**src/rtl/dac_pkg.sv**
```systemverilog
// Shared definitions for the DAC waveform sequencer: waveform modes,
// TLV5618 control bits, sequencer states and the control-word packer.
package dac_pkg;

  localparam int SAMPLE_W = 12;

  // Waveform selection
  localparam logic [1:0] MODE_HOLD = 2'd0;
  localparam logic [1:0] MODE_SAW  = 2'd1;
  localparam logic [1:0] MODE_TRI  = 2'd2;
  localparam logic [1:0] MODE_SQR  = 2'd3;

  // TLV5618 register select, encoded as {R1, R0}
  localparam logic [1:0] CTL_WR_A = 2'b10;  // write channel A latch
  localparam logic [1:0] CTL_WR_B = 2'b00;  // write channel B latch and buffer
  localparam logic [1:0] CTL_BUF  = 2'b01;  // write double buffer only

  // Triangle direction
  localparam logic DIR_UP   = 1'b0;
  localparam logic DIR_DOWN = 1'b1;

  typedef enum logic [1:0] {
    ST_IDLE,
    ST_WAIT_TICK,
    ST_SEND,
    ST_WAIT_DONE
  } seq_state_t;

  // TLV5618 word layout: {R1, SPD, PWR, R0, D11..D0}; PWR kept at 0 (powered up)
  function automatic logic [15:0] pack_word(input logic [1:0]          ctl,
                                            input logic                spd,
                                            input logic [SAMPLE_W-1:0] sample);
    return {ctl[1], spd, 1'b0, ctl[0], sample};
  endfunction

endpackage

```
**src/rtl/dac_wave_gen.sv**
```systemverilog
// Combinational next-sample logic: given the current phase state and the
// waveform settings, produce the sample and the phase state after one tick.
module dac_wave_gen
  import dac_pkg::*;
(
  input  logic [1:0]          mode,
  input  logic [SAMPLE_W-1:0] acc,
  input  logic                dir,
  input  logic                sq,
  input  logic [SAMPLE_W-1:0] step,
  input  logic [SAMPLE_W-1:0] level,
  output logic [SAMPLE_W-1:0] sample,
  output logic [SAMPLE_W-1:0] acc_next,
  output logic                dir_next,
  output logic                sq_next
);

  // One extra bit so the triangle can detect passing full scale
  logic [SAMPLE_W:0] sum;

  // Per-mode phase update; anything a mode does not touch holds its value
  always_comb begin
    sum      = {1'b0, acc} + {1'b0, step};
    acc_next = acc;
    dir_next = dir;
    sq_next  = sq;
    sample   = level;
    case (mode)
      MODE_HOLD: begin
        sample = level;
      end
      MODE_SAW: begin
        acc_next = sum[SAMPLE_W-1:0];
        sample   = sum[SAMPLE_W-1:0];
      end
      MODE_TRI: begin
        if (dir == DIR_UP) begin
          if (sum[SAMPLE_W]) begin
            acc_next = '1;
            dir_next = DIR_DOWN;
          end else begin
            acc_next = sum[SAMPLE_W-1:0];
          end
        end else begin
          if (acc < step) begin
            acc_next = '0;
            dir_next = DIR_UP;
          end else begin
            acc_next = acc - step;
          end
        end
        sample = acc_next;
      end
      MODE_SQR: begin
        sq_next = ~sq;
        sample  = sq_next ? level : '0;
      end
      default: begin
        sample = level;
      end
    endcase
  end

endmodule

```
**src/rtl/dac_wave_seq.sv**
```systemverilog
// Rate-controlled waveform source for the TLV5618 serial driver. Each sample
// tick produces one channel-A control word, fires one start pulse and waits
// for the driver's done before another tick can be accepted.
//
//   state        | meaning
//   -------------+------------------------------------------------------
//   ST_IDLE      | disabled, no transaction outstanding
//   ST_WAIT_TICK | enabled, waiting for the next sample tick
//   ST_SEND      | word registered, start pulse driven this cycle
//   ST_WAIT_DONE | driver shifting the word out, waiting for done
module dac_wave_seq
  import dac_pkg::*;
#(
  parameter int UPDATE_DIV = 5000,
  parameter int DATA_W     = 12
) (
  input  logic              clk,
  input  logic              rst,
  input  logic              en,
  input  logic [1:0]        mode,
  input  logic [DATA_W-1:0] level,
  input  logic [DATA_W-1:0] step,
  input  logic              fast,
  output logic [15:0]       dac_data,
  output logic              dac_start,
  input  logic              dac_done,
  output logic              busy,
  output logic              overrun
);

  localparam int              CNT_W    = (UPDATE_DIV > 2) ? $clog2(UPDATE_DIV) : 1;
  localparam logic [CNT_W-1:0] CNT_LAST = CNT_W'(UPDATE_DIV - 1);

  seq_state_t state, state_next;

  logic [CNT_W-1:0]    cnt;
  logic                en_q;
  logic                en_rise;
  logic                tick;
  logic                accept;
  logic                drop;

  logic [SAMPLE_W-1:0] acc;
  logic                dir;
  logic                sq;
  logic [SAMPLE_W-1:0] sample;
  logic [SAMPLE_W-1:0] acc_next;
  logic                dir_next;
  logic                sq_next;

  assign en_rise = en & ~en_q;
  assign tick    = en && (cnt == CNT_LAST);
  assign accept  = tick && (state == ST_WAIT_TICK);
  // A tick during an outstanding transaction is discarded, never queued
  assign drop    = tick && ((state == ST_SEND) || (state == ST_WAIT_DONE));

  assign dac_start = (state == ST_SEND);
  assign busy      = (state == ST_SEND) || (state == ST_WAIT_DONE);

  // Sample-rate counter, parked at zero while disabled
  always_ff @(posedge clk or posedge rst) begin
    if (rst) begin
      cnt <= '0;
    end else if (!en || (cnt == CNT_LAST)) begin
      cnt <= '0;
    end else begin
      cnt <= cnt + 1'b1;
    end
  end

  // Enable history for rising-edge detection
  always_ff @(posedge clk or posedge rst) begin
    if (rst) begin
      en_q <= 1'b0;
    end else begin
      en_q <= en;
    end
  end

  // FSM state register
  always_ff @(posedge clk or posedge rst) begin
    if (rst) begin
      state <= ST_IDLE;
    end else begin
      state <= state_next;
    end
  end

  // FSM next-state; disabling only takes effect between transactions
  always_comb begin
    state_next = state;
    unique case (state)
      ST_IDLE: begin
        if (en) state_next = ST_WAIT_TICK;
      end
      ST_WAIT_TICK: begin
        if (!en)       state_next = ST_IDLE;
        else if (tick) state_next = ST_SEND;
      end
      ST_SEND: begin
        state_next = ST_WAIT_DONE;
      end
      ST_WAIT_DONE: begin
        if (dac_done) state_next = en ? ST_WAIT_TICK : ST_IDLE;
      end
      default: begin
        state_next = ST_IDLE;
      end
    endcase
  end

  dac_wave_gen u_gen (
    .mode     (mode),
    .acc      (acc),
    .dir      (dir),
    .sq       (sq),
    .step     (step),
    .level    (level),
    .sample   (sample),
    .acc_next (acc_next),
    .dir_next (dir_next),
    .sq_next  (sq_next)
  );

  // Phase state: restarts on enable, advances only on accepted ticks
  always_ff @(posedge clk or posedge rst) begin
    if (rst) begin
      acc <= '0;
      dir <= DIR_UP;
      sq  <= 1'b0;
    end else if (en_rise) begin
      acc <= '0;
      dir <= DIR_UP;
      sq  <= 1'b0;
    end else if (accept) begin
      acc <= acc_next;
      dir <= dir_next;
      sq  <= sq_next;
    end
  end

  // Control word is captured at the accepted tick and held until the next one
  always_ff @(posedge clk or posedge rst) begin
    if (rst) begin
      dac_data <= '0;
    end else if (accept) begin
      dac_data <= pack_word(CTL_WR_A, fast, sample);
    end
  end

  // Single-cycle pulse for each dropped tick
  always_ff @(posedge clk or posedge rst) begin
    if (rst) begin
      overrun <= 1'b0;
    end else begin
      overrun <= drop;
    end
  end

endmodule

```
**config.mk**
```make
export PLATFORM = sky130hd
export DESIGN_NAME = dac_wave_seq
export DESIGN_NICKNAME = d
export VERILOG_FILES = /design/src/rtl/dac_pkg.sv /design/src/rtl/dac_wave_gen.sv /design/src/rtl/dac_wave_seq.sv
export SDC_FILE = /design/constraint.sdc
export NUM_CORES = 1
export LEC_CHECK = 0
export BUFFER_PORTS_ARGS = -buffer_cell sky130_fd_sc_hd__buf_2
export CAP_MARGIN = 30
export CORE_AREA = 2 2 91 93
export CTS_CLUSTER_DIAMETER = 150
export DETAILED_ROUTE_END_ITERATION = 10
export DIE_AREA = 0 0 93 95
export PLACE_DENSITY = 0.7
export RECOVER_POWER = 100
export SYNTH_ARGS = -nofsm -noshare
export SYNTH_HDL_FRONTEND = slang
export SYNTH_SLANG_ARGS = --single-unit
```
**constraint.sdc**
```tcl
create_clock -name clk -period 8.1 [get_ports clk]
set_input_delay 0.81 -clock clk [delete_from_list [all_inputs] [get_ports clk]]
set_output_delay 0.81 -clock clk [all_outputs]
set_load 0.02 [all_outputs]
```
======== Yosys cells after proc, flatten, opt, wreduce, memory -nomap -nowiden ========
Cells that the tools add are included.
Widths: inputs -> output; s select.
word-level totals
  register bits ........................... 45
  bits in latches ......................... 0
  memory bits (writable) .................. 0
  bits in read-only memories .............. 0
  output and inout port bits .............. 19
  memories kept ........................... 0
cells by class
  add/subtract/negate cells ............... 3
  $mul .................................... 0
  div/mod/pow operators ................... 0
  magnitude comparators ................... 1
  equality and inequality tests ........... 10
  shifts and indexed selects .............. 0
  multiplexer cells ....................... 24
  bitwise logic cells ..................... 3
  reductions and logical operators ........ 16
operators with widths
  operator               number
  $mux 12                6
  $pmux 12 s4            1
  $pmux 12 s2            1
  $add 12x12->13         1
  $add 13x1->13 const B  1
  $eq 13x13->1 const B   1
  $mux 13                1
  $lt 12x12->1           1
  $sub 12x12->12         1
  $mux 1                 10
  $eq 2x2->1 const B     4
  $mux 2                 4
  $pmux 2 s4             1
  $reduce_and 2->1       3
  $reduce_bool 2->1      3
  $eq 2x1->1 const B     2
  $logic_not 2->1        2
  $ne 2x2->1 const B     2
  $logic_and 1x1->1      3
  $ne 3x3->1 const B     1
  $reduce_and 3->1       1
  $reduce_bool 3->1      1
  $logic_or 1x1->1       2
  $not 1->1              2
  other kinds (2)        2

======== Depth between registers and ports, before layout ========
Gate-level depths: netlist of the first run.
  depth in word-level cells ............... 6
  depth in mapped cells ................... 10

======== Hierarchy ========
From an unflattened synthesis of the first run, not the netlist that was laid out.
second synthesis, totals
  cells, all modules ...................... 475
  area, all modules ....................... 3786.1 µm²
by module, submodules not included
  module        times used  cells each  area an instance (µm²)  sequential area each (µm²)
  dac_wave_seq  1           218         2035.7                  1126.1
  dac_wave_gen  1           257         1750.4                  0.0

======== Least setup slack after synthesis of the first run ========
No wires, ideal clock.
  path type ............................... input -> register
  from .................................... in step[2]
  to ...................................... reg dac_data[7]
  data arrival time ....................... 2.868 ns
  required time ........................... 7.959 ns
  path slack .............................. 5.092 ns
  cell stages on the path ................. 10
  buffers on the path ..................... 1
  cell sequence ........................... inv_1 -> ha_1 -> clkbuf_1 -> nor2_1 -> o221ai_1 -> a21oi_1 -> a2111oi_4 -> inv_2 -> o221ai_1 -> a31oi_1
on the way
  cells in the longest elaborated chain, start to end .. 4
  elaborated cells on any way between the ends .. 7
  classes of those cells .................. 2 x add/sub; 1 x order compare; 4 x mux
ends and longest elaborated chain
  item                                    RTL line                                source
  start: declaration                      dac_wave_seq.sv:22                      input logic [DATA_W-1:0] step,
  $add 12x12->13 (tied with other cells)  dac_wave_gen.sv:23                      sum = {1'b0, acc} + {1'b0, step};
  $mux 12, on equally long branches       dac_wave_gen.sv:38, dac_wave_gen.sv:45
  $mux 12                                 dac_wave_gen.sv:37                      if (dir == DIR_UP) begin
  $pmux 12 s4 *                           dac_wave_gen.sv:28                      case (mode)
  end signal: assignment                  dac_wave_seq.sv:147                     dac_data <= pack_word(CTL_WR_A, fast, sample);
  end: declaration                        dac_wave_seq.sv:24                      output logic [15:0] dac_data,
Every way passes the cells marked *; elsewhere a longest branch is shown, timed or not.
A chain may end at the register's enable or synchronous reset.

======== Final worst setup path of the first run ========
  from .................................... in step[10]
  to ...................................... reg dac_data[1]
on the way
  cells in the longest elaborated chain, start to end .. 4
  elaborated cells on any way between the ends .. 6
  classes of those cells .................. 1 x add/sub; 1 x order compare; 4 x mux
ends and longest elaborated chain
  item                                                   RTL line
  $add 12x12->13 / $lt 12x12->1 (equally long branches)  dac_wave_gen.sv:23, dac_wave_gen.sv:45
  $mux 12, on equally long branches                      dac_wave_gen.sv:38, dac_wave_gen.sv:45
  $mux 12 *                                              dac_wave_gen.sv:37
  $pmux 12 s4 *                                          dac_wave_gen.sv:28
Marks and branches as above.

==> flow_summary.yaml, run 1 <==
status:
  status: "finished with violations"
  failed_checks: "max-capacitance violations, max-slew violations"
routing:
  drc: 0
  via_per_inst: 5.854
  firstDrtPassIters: 5
  drt.antenna.violating_nets: 0
  postRouteWirelength_um: 9964
  wire_per_inst_um: 16.69
  drt_iter0_drc: 298
  num_vias: 3495
sta:
  finalMaxSlewViolations: 55
  rsz0062_at_grt: "false"
  period_share_pct: 63.47
  period_minus_slack_ns: 5.141
  hold_viol_final: 0
  max_freq_mhz: 194.5
  skew_ns: 0.01239
  setup_tns_ns: 0
  worst_pin_slew_ns: 2.988
  setup_viol: 0
  relSlewSlack_pct: -104.4
clock_network:
  cts_tree: "done"
  numCtsBuffers: 5
  clk_pin_slew_ns: 0.08
  clkLatencyLatePin_ns: 0.30
  cts_resized: 0
  cts_root_buffer: "clkbuf_8"
  cts_buffer_depth: 2
  cts_hold_buf: 0
  clock-sinks: 45
  htree_levels: 2
  cts_setup_buffers: 0
worst_setup_path:
  cp-end-kind: "flop"
  crit_type: "in -> reg"
  start_kind: "primary input"
  startpoint: "step[10]"
  r2r_slack_ns: 3.16
  reg2reg_depth: 8
  cp_data_arrival_time_ns: 5.31
  required_ns: 8.27
  r2r_start: "acc[10]"
  reg2reg_to: "dac_data[1]"
  cp_max_fo: 15
yosys:
  synthesis.area_um2: 3709
  synth-seq-cells: 45
  ys_async_sr_fraction_pct: 100.0
  yosys_warnings: 0
  seq_area_frac_synth_pct: 30.36
  synth-main-ff-cell: "dfrtp_1"
  synth_edf_count: 0
  synth_area_leaders: "dfrtp_1, ha_1, a21oi_1, nor2_1, xnor2_1"
  synth_cells: 461
  synth_top_area_cell: "dfrtp_1"
  synth_top_area_share_pct: 30.36
  syn_avg_cell_area_um2: 8.045
  synthDistinctLibCells: 65
worst_hold_path:
  min_path_type: "in -> async"
floorplan:
  die_h_um: 95
  die-area_um2: 8835
  ios: 50
  start_util_pct: 46.78
  row_count: 33
  fp.dieW_um: 93
  core-area_um2: 7928
grt:
  grt_pass1_wl_um: 16920
  grt_max_degree: 46
  antenna_found_initial: 0
  grtUsageTotal_pct: 23.92
  grt_overflow_total: 0
  grt_pass1_vias: 3417
placed_design:
  placed_area_um2: 3963
  numPortBuffers: 47
  globalplace.congestion: 0.8870
  dp_hpwl_um: 7499
  dp_cells: 588
power_and_ir_drop:
  vdd_ir_drop_max_mv: 0.1191
  cellPowerDensity_nw_per_um2: 127.9
  leakagePower_nw: 1.782
cells_and_area:
  final_cell_count_no_fill: 597
  drive_above_1_share_pct: 9.350
  final_area_um2: 4041
  area_growth_pct: 8.974
  finalNetCount: 549
  diodes: 0
job:
  drv_cap: 2
==> through the flow <==
step | util, % | setup slack, ns | power [W] | hold slack [ns]
floorplan | - | 5.092 | 0.0002927 | 0.4329
global placement | 49.92 | 4.549 | 0.0003178 | 0.4443
detailed placement | 49.98 | 4.585 | 0.0003193 | 0.4495
CTS | 51.67 | 4.877 | 0.0005210 | 0.4703
global route | 50.98 | 2.442 | 0.0005382 | 0.3429
finish | 50.98 | 2.959 | 0.0005169 | 0.3498
==> layout make-up <==
class                      instances  area (um2)
tap                              105       131.4
sequential                        45        1126
clock inverter                     3       65.06
timing repair buffer              50       224.0
fill                             819        3886
multi-input combinational        359        2313
clock buffer                       5       68.82
inverter                          30       112.6
==> synth_stat cells (5+ instances only) <==
master    instances
nor2_1           46
dfrtp_1          45
a21oi_1          39
nand2_1          36
inv_1            29
ha_1             25
o21ai_0          23
clkbuf_1         21
xnor2_1          16
nand3_1          15
o21ai_1          15
xor2_1           11
nor2b_1          10
a31oi_1           8
nand2b_1          8
nor3_1            8
a221oi_1          6
o211ai_1          6
o21a_1            6
or3_1             6
and3_1            5
==> sequential cells by signal, indices dropped and copies added, names as in the netlist, named ones only <==
register / cells
en_q: 1
state: 1
cnt: 13
overrun: 1
dir: 1
acc: 12
dac_data: 14
sq: 1
==> layout by cell type (no fill, tap or decap), drive strengths merged, types with 4 or more instances in the layout <==
cell,n
nor2,46
dfrtp,45
or3,6
o22ai,4
nand2b,8
ha,25
buf,27
a2111oi,4
a21oi,41
a22oi,4
xnor2,16
a221oi,6
nand3,16
nor3,8
o21a,6
or2,4
o21ai,38
inv,30
nor4,4
o221ai,4
a31oi,9
and3,5
o211ai,6
xor2,11
a211oi,4
nand2,37
clkbuf,28
or4,5
nor2b,10
==> report_power, final <==
part	leakage, nW	internal (W)	switching [W]
Clock	0.0681	0.000123	0.0000803
Sequential	0.608	0.000230	0.00000397
Combinational	1.11	0.0000264	0.0000535
==> worst max-delay path by stage <==
stage                  end  slack, ns  depth (start not counted)
2_1_floorplan  dac_data[7]       5.09                         10
3_3_place_gp   dac_data[7]       4.55                         10
3_5_place_dp   dac_data[7]       4.59                         10
4_1_cts        dac_data[7]       4.88                         10
5_1_grt        dac_data[1]       2.44                         10
6_report       dac_data[1]       2.96                         10
==> kinds of logic (layout without fill, tap and decap cells) <==
logic type / count (synthesis) / count (layout) / share of synthesized area (%)
mux: 1 / 1 / 0.2699
simple gates: 158 / 158 / 21.26
flops: 45 / 45 / 30.36
compound gates: 144 / 144 / 25.61
other cells: 1 / 2 / 0.1011
xor+xnor: 27 / 27 / 6.376
buf+inv: 58 / 88 / 6.511
fa+ha+maj: 27 / 27 / 9.514
==> per-layer routing <==
layer / up-vias / part of all wire (%) / global-route usage (%)
met4: 0 / 1.3 / 6.250
met1: 1691 / 46 / 32.20
li1: 1691 / - / -
met2: 105 / 47 / 40.88
met5: - / 0 / 0
met3: 8 / 5.8 / 3.033
==> worst max-delay path, stage by stage <==
cell and delay, ns:
clkbuf_1 0.11, inv_1 0.05, ha_1 0.55, nor3b_1 0.13, nor4_1 0.40, nor2_1 0.07, a2111oi_0 2.36, a221oi_1 0.44
o22ai_1 0.28, o21ai_0 0.11
No activity file was read; power rests on OpenSTA's default activity.
==> run 2: changes to the inputs <==
--- a/config.mk
+++ b/config.mk
@@ -11,7 +11,7 @@
 export CTS_CLUSTER_DIAMETER = 150
 export DETAILED_ROUTE_END_ITERATION = 10
 export DIE_AREA = 0 0 93 95
-export PLACE_DENSITY = 0.7
+export PLACE_DENSITY = 0.72
 export RECOVER_POWER = 100
 export SYNTH_ARGS = -nofsm -noshare
 export SYNTH_HDL_FRONTEND = slang
==> constraint.sdc (replaced) <==
create_clock -name clk -period 4.3 [get_ports clk]
set_input_delay 0.43 -clock clk [delete_from_list [all_inputs] [get_ports clk]]
set_output_delay 0.43 -clock clk [all_outputs]
set_load 0.02 [all_outputs]
==> flow_summary.yaml, run 2 (synthesized netlist as in run 1, its figures left out) <==
cells_and_area:
  final_cell_count_no_fill: 596
  multiInputGateArea_um2: 2322
  drive_above_1_share_pct: 9.165
  regArea_um2: 1126
  area_growth_pct: 7.929
  final_common_cell: "nor2_1"
  top_register: "dac_data"
  diodes: 0
  final_area_um2: 4003
  fillerInstances: 808
  largest_register_ffs: 14
  layout_common_cells: "nor2_1, dfrtp_1, a21oi_1"
  largest_registers: "dac_data x14, cnt x13, acc x12"
  finalNetCount: 549
grt:
  grt_pass1_vias: 3433
  antenna_found_initial: 0
  busiest_layer: "met2"
  grt_pass1_wl_um: 16300
  grt_use_met3_pct: 4.150
  gr-usage-met1_pct: 29.59
  grt_max_degree: 46
  grt_use_met2_pct: 39.49
  grt_overflow_total: 0
  grtUsageTotal_pct: 22.96
floorplan:
  core-area_um2: 7928
  row_count: 33
  ios: 50
  die-area_um2: 8835
  die_h_um: 95
  fp.dieW_um: 93
  start_util_pct: 46.78
power_and_ir_drop:
  cellPowerDensity_nw_per_um2: 214.1
  leakagePower_nw: 1.771
  vdd_ir_drop_max_mv: 0.2196
  p_total_w: 0.0008569
worst_setup_path:
  crit_type: "reg -> reg"
  required_ns: 4.52
  cpPeakStageDelay_ns: 0.95
  cpMostUsedCell: "or4_1"
  reg2reg_depth: 7
  cp-end-kind: "flop"
  path_cells: "ha_1 > nand2_1 > or4_1 > or4_1 > a21oi_1 > o21ai_0 > a31oi_2"
  r2r_slack_ns: 0.82
  critPathSlowestCell: "a21oi_1"
  cp_max_fo: 14
  cp_data_arrival_time_ns: 3.70
  start_kind: "flop"
sta:
  hold_viol_final: 0
  max_freq_mhz: 287.4
  setup_viol: 0
  period_minus_slack_ns: 3.479
  holdWs_ns: 0.04121
  relSlewSlack_pct: -39.37
  rsz0062_at_grt: "false"
  setup_tns_ns: 0
  worst_pin_slew_ns: 2.091
  skew_ns: 0.007551
  period_share_pct: 80.91
  finalMaxSlewViolations: 40
clock_network:
  cts_resized: 0
  cts_buffer_depth: 2
  htree_levels: 2
  clkLatencyLatePin_ns: 0.29
  clk_pin_slew_ns: 0.08
  cts_setup_buffers: 0
  cts_root_buffer: "clkbuf_8"
  cts_tree: "done"
  numCtsBuffers: 5
  clock-sinks: 45
  cts_hold_buf: 0
routing:
  firstDrtPassIters: 5
  wire_per_inst_um: 16.37
  drt_iter0_drc: 284
  drt.antenna.violating_nets: 0
  drc: 0
  postRouteWirelength_um: 9757
  via_per_inst: 5.914
  num_vias: 3525
placed_design:
  dp_hpwl_um: 7444
  numPortBuffers: 47
  placed_area_um2: 3965
  globalplace.congestion: 0.9239
  dp_cells: 588
job:
  drv_cap: 1
status:
  status: "finished with violations"
  failed_checks: "max-capacitance violations, max-slew violations"
worst_hold_path:
  min_path_type: "in -> async"
==> run 2: path summary, 6_finish.rpt <==
| check | endpoint | start |
|---|---|---|
| setup / recovery | acc[2] | cnt[0] |
| hold / removal | dac_data[3] | rst |
| max in group asynchronous | dir | rst |
| hold reg to reg | cnt[0] | cnt[0] |
| setup reg to reg | acc[2] | cnt[0] |
| min in group clk | dac_data[14] | fast |
==> run 2: area by class of cell <==
| type | instances | share of cell area, % |
|---|---|---|
| Inverter | 30 | 2.813 |
| Multi-Input combinational cell | 359 | 58.02 |
| Tap cell | 105 | 3.282 |
| Sequential cell | 45 | 28.13 |
| Clock buffer | 7 | 2.157 |
| Timing Repair Buffer | 50 | 5.596 |
==> run 2: worst max-delay path, delay by kind of cell, from the launching register on <==
kind,cells,cell delay [ns]
flops,1,0.37
simple gates,3,1.38
fa+ha+maj,1,0.24
compound gates,3,1.40
==> run 2: metal layers <==
metal	share of wire, %	routed length, um
met5	0	0
met4	1.1	112
met3	5.1	500
met2	49	4800
met1	45	4343
==> run 2: through the flow <==
step | util, % | setup WS [ns]
floorplan | - | 1.672
global placement | 49.92 | 1.216
detailed placement | 50.02 | 1.165
CTS | 51.10 | 1.279
global route | 50.49 | 0.6039
finish | 50.49 | 0.8208
==> run 2: power by group <==
| group | leakage (nW) | internal (W) | switching, W |
|---|---|---|---|
| registers | 0.608 | 0.000434 | 0.00000745 |
| clock network | 0.0443 | 0.000128 | 0.000138 |
| logic | 1.12 | 0.0000503 | 0.000100 |
